[src/rtl/axi_lite_test_status.sv]
// rtl/axi_lite_test_status.sv - AXI-lite end-of-test status responder (TOHOST/CYCLES/SCRATCH).
// Optional watchdog enabled by defining STATUS_WATCHDOG_EN.
module axi_lite_test_status #(
    parameter int                ADDR_W         = 32,
    parameter logic [ADDR_W-1:0] BASE_ADDR      = 32'h0000_1000,
    parameter int                TIMEOUT_CYCLES = 100000
) (
    input  logic              clk,
    input  logic              rst,
    input  logic              s_awvalid,
    output logic              s_awready,
    input  logic [ADDR_W-1:0] s_awaddr,
    input  logic              s_wvalid,
    output logic              s_wready,
    input  logic [31:0]       s_wdata,
    input  logic [3:0]        s_wstrb,
    output logic              s_bvalid,
    input  logic              s_bready,
    output logic [1:0]        s_bresp,
    input  logic              s_arvalid,
    output logic              s_arready,
    input  logic [ADDR_W-1:0] s_araddr,
    output logic              s_rvalid,
    input  logic              s_rready,
    output logic [31:0]       s_rdata,
    output logic [1:0]        s_rresp,
    output logic              done,
    output logic              pass,
    output logic [31:0]       code
);

    localparam logic [1:0] RESP_OKAY   = 2'b00;
    localparam logic [1:0] RESP_SLVERR = 2'b10;

`ifdef STATUS_WATCHDOG_EN
    localparam bit WD_EN = 1'b1;
`else
    localparam bit WD_EN = 1'b0;
`endif

    typedef enum logic { W_IDLE, W_RESP } w_state_t;
    typedef enum logic { R_IDLE, R_DATA } r_state_t;

    w_state_t    w_state, w_state_n;
    r_state_t    r_state, r_state_n;

    logic        aw_held, w_held;
    logic        aw_hit_q;
    logic [1:0]  aw_idx_q;
    logic [31:0] w_data_q;
    logic [3:0]  w_strb_q;
    logic [1:0]  bresp_q, rresp_q;
    logic [31:0] rdata_q;
    logic [31:0] tohost_q, scratch_q, cycles_q;
    logic        done_q, pass_q;

    logic        aw_fire, w_fire, ar_fire, commit;
    logic        wr_hit, wr_err, rd_hit, rd_err, wd_hit;
    logic [1:0]  wr_idx, rd_idx;
    logic [31:0] wr_data, wr_old, wr_merged, rd_val;
    logic [3:0]  wr_strb;

    // Byte-lane bits of the addresses play no part in the word-wide decode.
    logic unused_addr_bits;
    assign unused_addr_bits = ^{s_awaddr[1:0], s_araddr[1:0]};

    assign s_awready = (w_state == W_IDLE) && !aw_held;
    assign s_wready  = (w_state == W_IDLE) && !w_held;
    assign s_bvalid  = (w_state == W_RESP);
    assign s_bresp   = bresp_q;
    assign s_arready = (r_state == R_IDLE);
    assign s_rvalid  = (r_state == R_DATA);
    assign s_rdata   = rdata_q;
    assign s_rresp   = rresp_q;
    assign done      = done_q;
    assign pass      = pass_q;
    assign code      = tohost_q;

    always_comb begin
        aw_fire = s_awvalid && s_awready;
        w_fire  = s_wvalid && s_wready;
        ar_fire = s_arvalid && s_arready;
        commit  = (w_state == W_IDLE) && (aw_held || aw_fire) && (w_held || w_fire);

        // Held captures take precedence over the live bus on the commit edge.
        wr_hit  = aw_held ? aw_hit_q : (s_awaddr[ADDR_W-1:4] == BASE_ADDR[ADDR_W-1:4]);
        wr_idx  = aw_held ? aw_idx_q : s_awaddr[3:2];
        wr_data = w_held ? w_data_q : s_wdata;
        wr_strb = w_held ? w_strb_q : s_wstrb;
        wr_err  = !wr_hit || wr_idx == 2'd1 || wr_idx == 2'd3;
        wr_old  = (wr_idx == 2'd0) ? tohost_q : scratch_q;
        for (int i = 0; i < 4; i++) begin
            wr_merged[8*i +: 8] = wr_strb[i] ? wr_data[8*i +: 8] : wr_old[8*i +: 8];
        end

        rd_hit = (s_araddr[ADDR_W-1:4] == BASE_ADDR[ADDR_W-1:4]);
        rd_idx = s_araddr[3:2];
        rd_err = !rd_hit || rd_idx == 2'd3;
        case (rd_idx)
            2'd0:    rd_val = tohost_q;
            2'd1:    rd_val = cycles_q;
            2'd2:    rd_val = scratch_q;
            default: rd_val = 32'h0;
        endcase
        if (rd_err) rd_val = 32'h0;

        wd_hit = WD_EN && !done_q && (cycles_q == 32'(TIMEOUT_CYCLES));
    end

    always_comb begin
        w_state_n = w_state;
        r_state_n = r_state;
        case (w_state)
            W_IDLE: if (commit) w_state_n = W_RESP;
            W_RESP: if (s_bready) w_state_n = W_IDLE;
            default: w_state_n = W_IDLE;
        endcase
        case (r_state)
            R_IDLE: if (ar_fire) r_state_n = R_DATA;
            R_DATA: if (s_rready) r_state_n = R_IDLE;
            default: r_state_n = R_IDLE;
        endcase
    end

    always_ff @(posedge clk) begin
        if (rst) begin
            w_state   <= W_IDLE;
            r_state   <= R_IDLE;
            aw_held   <= 1'b0;
            w_held    <= 1'b0;
            aw_hit_q  <= 1'b0;
            aw_idx_q  <= 2'd0;
            w_data_q  <= 32'h0;
            w_strb_q  <= 4'h0;
            bresp_q   <= RESP_OKAY;
            rresp_q   <= RESP_OKAY;
            rdata_q   <= 32'h0;
            tohost_q  <= 32'h0;
            scratch_q <= 32'h0;
            cycles_q  <= 32'h0;
            done_q    <= 1'b0;
            pass_q    <= 1'b0;
        end else begin
            w_state <= w_state_n;
            r_state <= r_state_n;

            if (commit) begin
                aw_held <= 1'b0;
                w_held  <= 1'b0;
                bresp_q <= wr_err ? RESP_SLVERR : RESP_OKAY;
            end else begin
                if (aw_fire) begin
                    aw_held  <= 1'b1;
                    aw_hit_q <= s_awaddr[ADDR_W-1:4] == BASE_ADDR[ADDR_W-1:4];
                    aw_idx_q <= s_awaddr[3:2];
                end
                if (w_fire) begin
                    w_held   <= 1'b1;
                    w_data_q <= s_wdata;
                    w_strb_q <= s_wstrb;
                end
            end

            if (wd_hit) begin
                done_q   <= 1'b1;
                pass_q   <= 1'b0;
                tohost_q <= 32'hDEAD_0001;
            end

            if (commit && !wr_err) begin
                if (wr_idx == 2'd0) begin
                    // Zero writes and post-completion writes leave the result untouched.
                    if (!done_q && wr_merged != 32'h0) begin
                        tohost_q <= wr_merged;
                        done_q   <= 1'b1;
                        pass_q   <= (wr_merged == 32'h1);
                    end
                end else begin
                    scratch_q <= wr_merged;
                end
            end

            if (!done_q && !wd_hit && cycles_q != 32'hFFFF_FFFF) begin
                cycles_q <= cycles_q + 32'h1;
            end

            if (ar_fire) begin
                rdata_q <= rd_val;
                rresp_q <= rd_err ? RESP_SLVERR : RESP_OKAY;
            end
        end
    end

endmodule

[config.mk]
export PLATFORM = sky130hd
export DESIGN_NAME = axi_lite_test_status
export DESIGN_NICKNAME = d
export VERILOG_FILES = /design/src/rtl/axi_lite_test_status.sv
export SDC_FILE = /design/constraint.sdc
export NUM_CORES = 1
export LEC_CHECK = 0
export ABC_AREA = 0
export BUFFER_PORTS_ARGS = -buffer_cell sky130_fd_sc_hd__buf_2
export CAP_MARGIN = 30
export CORE_UTILIZATION = 56
export CTS_CLUSTER_DIAMETER = 100
export DETAILED_ROUTE_END_ITERATION = 7
export GPL_ROUTABILITY_DRIVEN = 0
export PLACE_DENSITY = 0.81
export SKIP_CTS_REPAIR_TIMING = 1
export SLEW_MARGIN = 30
export SYNTH_ARGS = -nofsm -noshare
export SYNTH_HDL_FRONTEND = slang
export SYNTH_SLANG_ARGS = --single-unit
[constraint.sdc]
create_clock -name clk -period 2.5 [get_ports clk]
set_input_delay 0.375 -clock clk [delete_from_list [all_inputs] [get_ports clk]]
set_output_delay 0.375 -clock clk [all_outputs]
set_load 0.03 [all_outputs]
Yosys cells after proc, flatten, opt, wreduce, memory -nomap -nowiden
Index checks and enable logic that the tools add are counted.

storage, ports and cells
  word-level logic and storage cells = 78
  register bits after elaboration = 177
  bits of input ports = 107

cells by class
  add/sub/neg operators = 1
  multiplexer cells = 19
  reductions and logical operators = 29
  equal/unequal tests = 9
  bitwise logic cells = 4

operators with widths
  operator                                                           number
  32-bit two-way mux                                                 3
  32-bit one-hot mux with 3 select lines                             1
  28-bit by 9-bit == test with 1-bit output (second input constant)  2
  32-bit by 1-bit adder with 32-bit output (second input constant)   1
  32-bit by 1-bit == test with 1-bit output (second input constant)  1
  8-bit two-way mux                                                  4
  32-bit inequality test (second input constant)                     1
  32-bit nonzero test                                                1
  1-bit logical AND                                                  10
  2-bit == test (second input constant)                              3
  1-bit logical NOT                                                  6
  2-bit two-way mux                                                  3
  2-bit AND reduction                                                3
  1-bit logical OR                                                   5
  1-bit two-way mux                                                  5
  2-bit by 1-bit == test with 1-bit output (second input constant)   2
  2-bit logical NOT                                                  2
  4-bit two-way mux                                                  1
  1-bit inverter                                                     4
  1-bit one-hot mux with 2 select lines                              2
  3-bit AND reduction                                                1
  2-bit OR reduction                                                 1

Logic depth before layout (Yosys ltp)
Gate-level depths: netlist (run 1).

  word-level depth = 8
  mapped depth = 12
  depth with buffers taken out = 8

Worst setup path before layout (run 1)
OpenSTA, ideal clock, no wires.

  path kind = reg2reg
  start = reg aw_held
  end = reg done_q, in the netlist done
  cell stages (with the launch flop) = 10
  period minus slack after synthesis = 2.181 ns
  arrival = 2.091 ns
  library setup time = 0.091 ns
  slack = 0.319 ns
  path buffers = 3
  cells stage by stage = dfxtp_1 -> buf_6 -> nor3_1 -> clkbuf_1 -> nor2_1 -> mux2i_1 -> a21oi_2 -> clkbuf_1 -> nor2_1 -> a311oi_1

between the ends
  word-level cells in the longest chain between the ends = 8

ends and longest elaborated chain
  item                                                        line  RTL
  from (decl)                                                 47    logic aw_held, w_held;
  from (signal assigned)                                      129   aw_held <= 1'b0;
  from (signal assigned)                                      148   aw_held <= 1'b0;
  from (signal assigned)                                      153   aw_held <= 1'b1;
  branches (longest 7 deep; another with 32-bit two-way mux)  --
  3-bit AND reduction (no line) (*)                           --
  to (signal assigned)                                        141   done_q <= 1'b0;
  to (signal assigned)                                        165   done_q <= 1'b1;
  to (signal assigned)                                        175   done_q <= 1'b1;
  to (decl)                                                   55    logic done_q, pass_q;

Mark *: on every way between the ends.
A chain may end at the register's enable or synchronous reset.

Worst setup path after layout (run 1)
  start = reg w_held
  end = reg pass_q, in the netlist pass

between the ends
  word-level cells in the longest chain between the ends = 7

ends and longest elaborated chain
  item                                                        line  RTL
  from (decl)                                                 47
  from (signal assigned)                                      130   w_held <= 1'b0;
  from (signal assigned)                                      149   w_held <= 1'b0;
  from (signal assigned)                                      158   w_held <= 1'b1;
  branches (longest 7 deep; another with 32-bit two-way mux)  --
  to (signal assigned)                                        176   pass_q <= (wr_merged == 32'h1);
  to (decl)                                                   55

Parallel ways; which one is timed is not known.

==> results of run 1 <==
-- synthesized netlist by cell type (2+ instances only) --
cell / number
nand3b_1: 34
nor2b_1: 35
o21ai_0: 69
nand3_1: 42
nor2_1: 107
buf_4: 4
o21ai_1: 2
or3_1: 7
mux2i_1: 71
nor3_1: 13
a211oi_1: 33
inv_1: 5
nand2_1: 122
nand2b_1: 31
a21oi_1: 49
xor2_1: 20
o211ai_2: 30
nand4_1: 12
and4_1: 8
xnor2_1: 5
a31oi_1: 31
buf_2: 15
clkbuf_1: 71
a22oi_1: 32
nor4_1: 22
a21oi_2: 2
dfxtp_1: 175
buf_8: 3
nor3b_1: 32
and3_1: 5
nand3_2: 30
buf_6: 9
nor4b_1: 3
-- routing by layer --
layer	GRT usage [%]	vias up	wire [um]
li1	-	4458	-
met1	43.37	4383	11770
met2	48.00	456	12520
met3	5.844	66	2340
met4	13.11	0	816
met5	0	-	0
-- state kept, by name, summed over array words and instances, names as in the netlist --
name	flops
s_bvalid	1
scratch_q	32
w_held	1
w_data_q	32
s_rresp	1
s_rdata	32
aw_hit_q	1
w_strb_q	4
aw_held	1
aw_idx_q	2
s_bresp	1
s_rvalid	1
done	1
cycles_q	32
pass	1
code	32
-- critical path: cells and delay by family (launching register included) --
| family | cells | cell delay, ns |
|---|---|---|
| buffers and inverters | 3 | 0.57 |
| DFF | 1 | 0.42 |
| AOI/OAI and AO/OA | 3 | 0.62 |
| and+or+nand+nor | 4 | 0.77 |
-- placed cells by master, fill, tap and decap left out, types with 29 or more instances in the layout --
master | netlist | layout
a211oi_1 | 33 | 29
mux2i_1 | 71 | 71
nand3_1 | 42 | 42
nor2_1 | 107 | 106
buf_2 | 15 | 174
buf_4 | 4 | 77
a21oi_1 | 49 | 49
nand2b_1 | 31 | 31
o21ai_0 | 69 | 69
a22oi_1 | 32 | 32
o211ai_2 | 30 | 30
dfxtp_1 | 175 | 173
nor2b_1 | 35 | 34
nand3_2 | 30 | 30
nor3b_1 | 32 | 31
nand2_1 | 122 | 122
nand3b_1 | 34 | 34
-- metrics by stage --
step	hold WS [ns]	utilization, %	cells	setup TNS (ns)	setup slack [ns]
2_1_floorplan	0.4360	-	1143	0	0.3186
3_3_place_gp	0.4412	66.55	1530	0	0.04659
3_5_place_dp	0.4474	66.58	1530	-0.03196	-0.02306
4_1_cts	0.1101	70.36	1562	0	0.02971
5_1_grt	0.1271	70.77	1563	-0.001290	-0.001290
6_report	0.1186	70.77	1563	0	0.06445
-- kinds of logic after synthesis --
kind of cell | count (synthesis)
AND/OR/NAND/NOR | 509
AO/OA/AOI/OAI | 252
multiplexers | 72
adder cells (fa/ha/maj) | 1
other | 1
flip-flops | 175
buffers and inverters | 107
XOR/XNOR | 25
-- path summary, 6_finish.rpt --
path / startpoint / endpoint / slack [ns] / cells past startpoint
min: s_rready / s_rvalid / 0.12 / 2
min reg2reg: w_data_q[15] / w_data_q[15] / 0.46 / 2
max: w_held / pass / 0.06 / 10
max reg2reg: w_held / pass / 0.06 / 10
-- final cells by class --
cell class / count / area [sq um] / share of cell area, %
multi-input combinational: 861 / 5520 / 47.04
clock buffer: 21 / 470.5 / 4.009
inverter: 5 / 18.77 / 0.1599
clock inverter: 11 / 155.1 / 1.322
sequential: 175 / 3508 / 29.89
tap: 220 / 275.3 / 2.345
timing repair buffer: 270 / 1788 / 15.23
-- power by group through the flow --
stage	registers [W]	clock network [W]	logic (W)
finish	0.00287	0.00281	0.000956
global route	0.00287	0.00295	0.00102
CTS	0.00287	0.00281	0.000919
detailed placement	0.00293	0	0.000911
global placement	0.00293	0	0.000897
floorplan	0.00293	0	0.000509
==> impl_results.md, run 1 <==
* Net Sw Frac at 26.23%
* Worst Path Arrival at 2.80 ns
* HPWL Detailed at 18790 um
* Gate power share at 14.4%
* Detailed Routing Iterations Pass 1 at 5
* Final hold vios at 0
* Max clock buf depth at 2
* Area growth syn-to-layout at 23.78%
* Sequential-to-total area share from yosys stat at 36.95%
* Internal power at 0.004891 W
* Final setup viols at 0
* Inserted Diodes at 0
* CP Max Fanout at 8
* Crit Path Class: flop to flop
* Tmin final at 2.436 ns
* Clock power share at 42.4%
* Multiplexer area fraction after synthesis at 7.641%
* Total power at 0.006629 W
* Fillcell total at 1252
* XOR/XNOR share of the synthesized area at 2.309%
* Global-route wire length before repair at 43750 um
* Final period util at 97.42%
* Post-synthesis cell count at 1142
* Fraction of layout cells with a size suffix above 1 at 28.59%
* Worst vdd ir at 0.5116 mV
* I/O pin cnt at 182
* Max_cap viols at 0
* Post-synthesis simple-gate area fraction at 29.27%
* Final WL at 27450 um
* Yosys top cell by area: dfxtp_1
* Synth top area cells: dfxtp_1 (37%), mux2i_1 (7.5%), nand2_1 (4.8%)
* Compound-Gate Fraction of Synth Area at 18.00%
* Top_reg_cell synth: dfxtp_1
* Clk sinks at 175
* Fin. max-slew vios at 0
* Routed len/inst at 17.56 um
* Worst setup SP type: flop
* Full die area at 17460 sq um
* Post-DRT Antenna Nets at 0
* Largest net degree at the start of global routing at 68
* Die H at 132.1 um
* Worst-Margin Slew at 0.7807 ns
* Mean area per synthesized cell at 8.303 sq um
* Status: finished clean
* Most frequent CP cell: buf_4
* Vias post-DR at 9363
* Vias in the first global route at 8435
* Fmax achieved at 0.4106 GHz
* FF+latch count, synth at 175
* Number of port buffers at 175
* Clk_lat worst skew at 0.44 ns
* Critical Path RT at 2.86 ns
* Leakage at 4.803 nW
* Async set or reset register ratio after synthesis at 0%
* PwrDens at 564.9 nW/um^2
* Global Route Usage Sum at 31.38%
* Vias/cell at 5.990
* Initial antenna violation count at 0
* Critical Path Sink Type: flop
* Initial Util at 57.18%
* CTS HTree Levels at 4
* Core Footprint at 16580 sq um
* Root buffer cell: clkbuf_16
* Share of the synthesized area in the top cell type at 36.95%
* Grt total ovfl at 0
* Clk slew on worst S/H paths at 0.07 ns
* Largest family of logic cells by synthesized area: simple AND/OR/NAND/NOR gates
* Netlist cell types at 46
* Max_slew headroom at 47.52%
* Cts bufs inserted at 17
* Detailed Route Iter0 Violations at 979
* Post-synth EDFFs at 0
* Final #Nets at 1438
* Synthesis Warnings at 0
* Worst Skew at 0.007875 ns
* CTS tree: done
* Crit-path slowest cell: dfxtp_4
* # DRC at 0
* Post-route cell area at 11740 sq um
* Synthesized area at 9482 sq um
* Type of the worst min-delay path: input pin to flop
* FP Rows at 47
* CP peak stage delay at 0.42 ns
* Die W at 132.1 um
* Placed instance area at 11040 sq um
* Crit-path cells: clkbuf_2 -> buf_4 -> nor2b_1 -> a211oi_1 -> a31oi_1 -> nor4_1 -> and4_2 -> buf_4 -> a21oi_2 -> nor3_2
* Adder-cell share of the synthesized area at 0.1320%
* Flop pwr share at 43.2%
* Psw at 0.001739 W
Power figures use the tool's default switching activity.
==> run 2, diff against run 1 <==
SETUP_SLACK_MARGIN = 0.15   (was not set)
==> run 2 against run 1 <==
  * The flow now finishes with violations (setup timing)
  * Clock-buffer cell count unchanged
  * Total power up 1.1%
  * Clock skew fell by 0.00057 ns
  * Die area unchanged
  * First-iteration DRC count increased by 25%
  * Flip-flop and latch count did not move
  * Via count up 3.2%
  * Sequential power barely moved
  * Wire length rose by 5.0%
  * Critical path depth did not move
==> impl_results.md, run 2 (synthesized netlist as in run 1, its figures left out) <==
* Worst Skew at 0.007303 ns (was 0.007875 ns)
* Place WS at -0.02306 ns (unchanged)
* Critical Path RT at 2.86 ns (about the same)
* Detailed Routing Iterations Pass 1 at 6 (was 5)
* Status: complete, but fails checks (was finished clean)
* Vias in the first global route at 8435 (unchanged)
* Commonest non-fill, non-tap cell in the layout: buf_2 (unchanged)
* I/O pin cnt at 182 (unchanged)
* Vias/cell at 6.155 (was 5.990)
* Worst vdd ir at 0.5153 mV (was 0.5116 mV)
* Max_cap viols at 0 (unchanged)
* PwrDens at 559.1 nW/um^2 (was 564.9 nW/um^2)
* Final core occ at 72.32% (was 70.77%)
* DR top layer: met4 (unchanged)
* Post-DRT Antenna Nets at 0 (unchanged)
* Worst-Margin Slew at 0.8069 ns (was 0.7807 ns)
* Clk_lat worst skew at 0.44 ns (about the same)
* Global Route Usage Sum at 31.38% (unchanged)
* Tmin final at 2.550 ns (was 2.436 ns)
* Fin. max-slew vios at 0 (unchanged)
* Number of port buffers at 175 (unchanged)
* Full die area at 17460 sq um (unchanged)
* Vias post-DR at 9663 (was 9363)
* Inst Count DP at 1530 (unchanged)
* RSZ-0062 raised after global routing: true
* Grt total ovfl at 0 (unchanged)
* CP peak stage delay at 0.44 ns (was 0.42 ns)
* Critical Path Sink Type: flop (unchanged)
* Initial Util at 57.18% (unchanged)
* Fraction of layout cells with a size suffix above 1 at 30.67% (was 28.59%)
* Routed len/inst at 18.36 um (was 17.56 um)
* Final period util at 102.0% (was 97.42%)
* Inserted Diodes at 0 (unchanged)
* Max_slew headroom at 45.76% (was 47.52%)
* Leakage at 4.879 nW (was 4.803 nW)
* CP Max Fanout at 32 (was 8)
* Global-route wire length before repair at 43750 um (unchanged)
* Crit-path cells: buf_4 -> nor3b_2 -> buf_12 -> o21ai_0 -> a31oi_1 -> nor4_1 -> and4_4 -> buf_8 -> a21oi_2 -> nor3_2 (was clkbuf_2 -> buf_4 -> nor2b_1 -> a211oi_1 -> a31oi_1 -> nor4_1 -> and4_2 -> buf_4 -> a21oi_2 -> nor3_2)
* Initial antenna violation count at 0 (unchanged)
* Clk slew on worst S/H paths at 0.07 ns (about the same)
* Final hold vios at 0 (unchanged)
* Non-filler cells in the finished layout at 1570 (was 1563)
* Type of the worst min-delay path: input pin to flop (unchanged)
* Fmax achieved at 0.3921 GHz (was 0.4106 GHz)
* HPWL Detailed at 18790 um (unchanged)
* Met1 Wirelength at 12030 um (was 11770 um)
* Root buffer cell: clkbuf_16 (unchanged)
* Cts bufs inserted at 17 (unchanged)
* Die W at 132.1 um (unchanged)
* Met3 WL at 2649 um (was 2340 um)
* Core Footprint at 16580 sq um (unchanged)
* Length of routed met2 wiring at 13060 um (was 12520 um)
* Worst setup SP type: flop (unchanged)
* Largest net degree at the start of global routing at 68 (unchanged)
* Crit Path Class: flop to flop (unchanged)
* R2r setup slk at -0.05 ns (was 0.06 ns)
* # DRC at 0 (unchanged)
* Final #Nets at 1445 (was 1438)
* Area growth syn-to-layout at 26.49% (was 23.78%)
* Die H at 132.1 um (unchanged)
* Crit-path slowest cell: nor4_1 (was dfxtp_4)
* FP Rows at 47 (unchanged)
* CTS tree: done (unchanged)
* CTS HTree Levels at 4 (unchanged)
* Final WS setup at -0.05050 ns (was 0.06445 ns)
* Clk sinks at 175 (unchanged)
* Final WL at 28820 um (was 27450 um)
* Max clock buf depth at 2 (unchanged)
* Most frequent cells in the layout: buf_2 (174), dfxtp_1 (173), nand2_1 (122) (unchanged)
* Failing checks: setup timing
* Worst Path Arrival at 2.92 ns (was 2.80 ns)
* Final setup viols at 3 (was 0)
* Detailed Route Iter0 Violations at 1219 (was 979)
[run 2: changes by cell type in the layout (fill, tap and decap cells not counted), moves of 5 or more]
cell / before / now
a211oi_2: 4 / 9
a31oi_2: 3 / 10
a211oi_1: 29 / 23
a31oi_1: 28 / 21
o21ai_0: 69 / 59
o21ai_1: 2 / 12
[run 2: per-stage QoR]
step	hold slack [ns]	total power, W	cell area (sq um)	TNS (ns)
global placement	0.4412	0.003823	11040	0
finish	0.1165	0.006705	11990	-0.06494
global route	0.1261	0.006903	11990	-0.4357
CTS	0.1101	0.006599	11670	0
detailed placement	0.4474	0.003839	11040	-0.03196
floorplan	0.4360	0.003437	9485	0
[run 2: path summary, 6_finish.rpt]
path                start           end  cells after the start
max reg2reg       aw_held          pass                     10
max               aw_held          pass                     10
min              s_rready      s_rvalid                      2
min reg2reg  w_data_q[11]  w_data_q[11]                      2
[run 2: report_power, final]
group | switching, W | leakage (nW) | internal, W
registers | 0.0000352 | 1.42 | 0.00283
clock network | 0.00116 | 0.304 | 0.00166
logic | 0.000596 | 3.16 | 0.000423
total | 0.00179 | 4.88 | 0.00492
[run 2: cell type report]
cell class,count,area (sq um)
tap,220,275.3
clock inverter,11,155.1
sequential,175,3511
clock buffer,21,470.5
multi-input combinational,861,5649
inverter,5,18.77
timing repair buffer,277,1913
fill,1174,4591
[run 2: routing by layer]
layer	vias up	global-route usage, %
met5	-	0
met4	0	13.11
met3	102	5.844
met2	589	48.00
met1	4485	43.37
li1	4487	-
[run 2: worst max-delay path, delay by kind of cell, from the launching register on]
family	cells	cell delay, ns
AO/OA/AOI/OAI	3	0.47
buffers and inverters	3	0.47
flip-flops	1	0.36
AND/OR/NAND/NOR	4	1.15
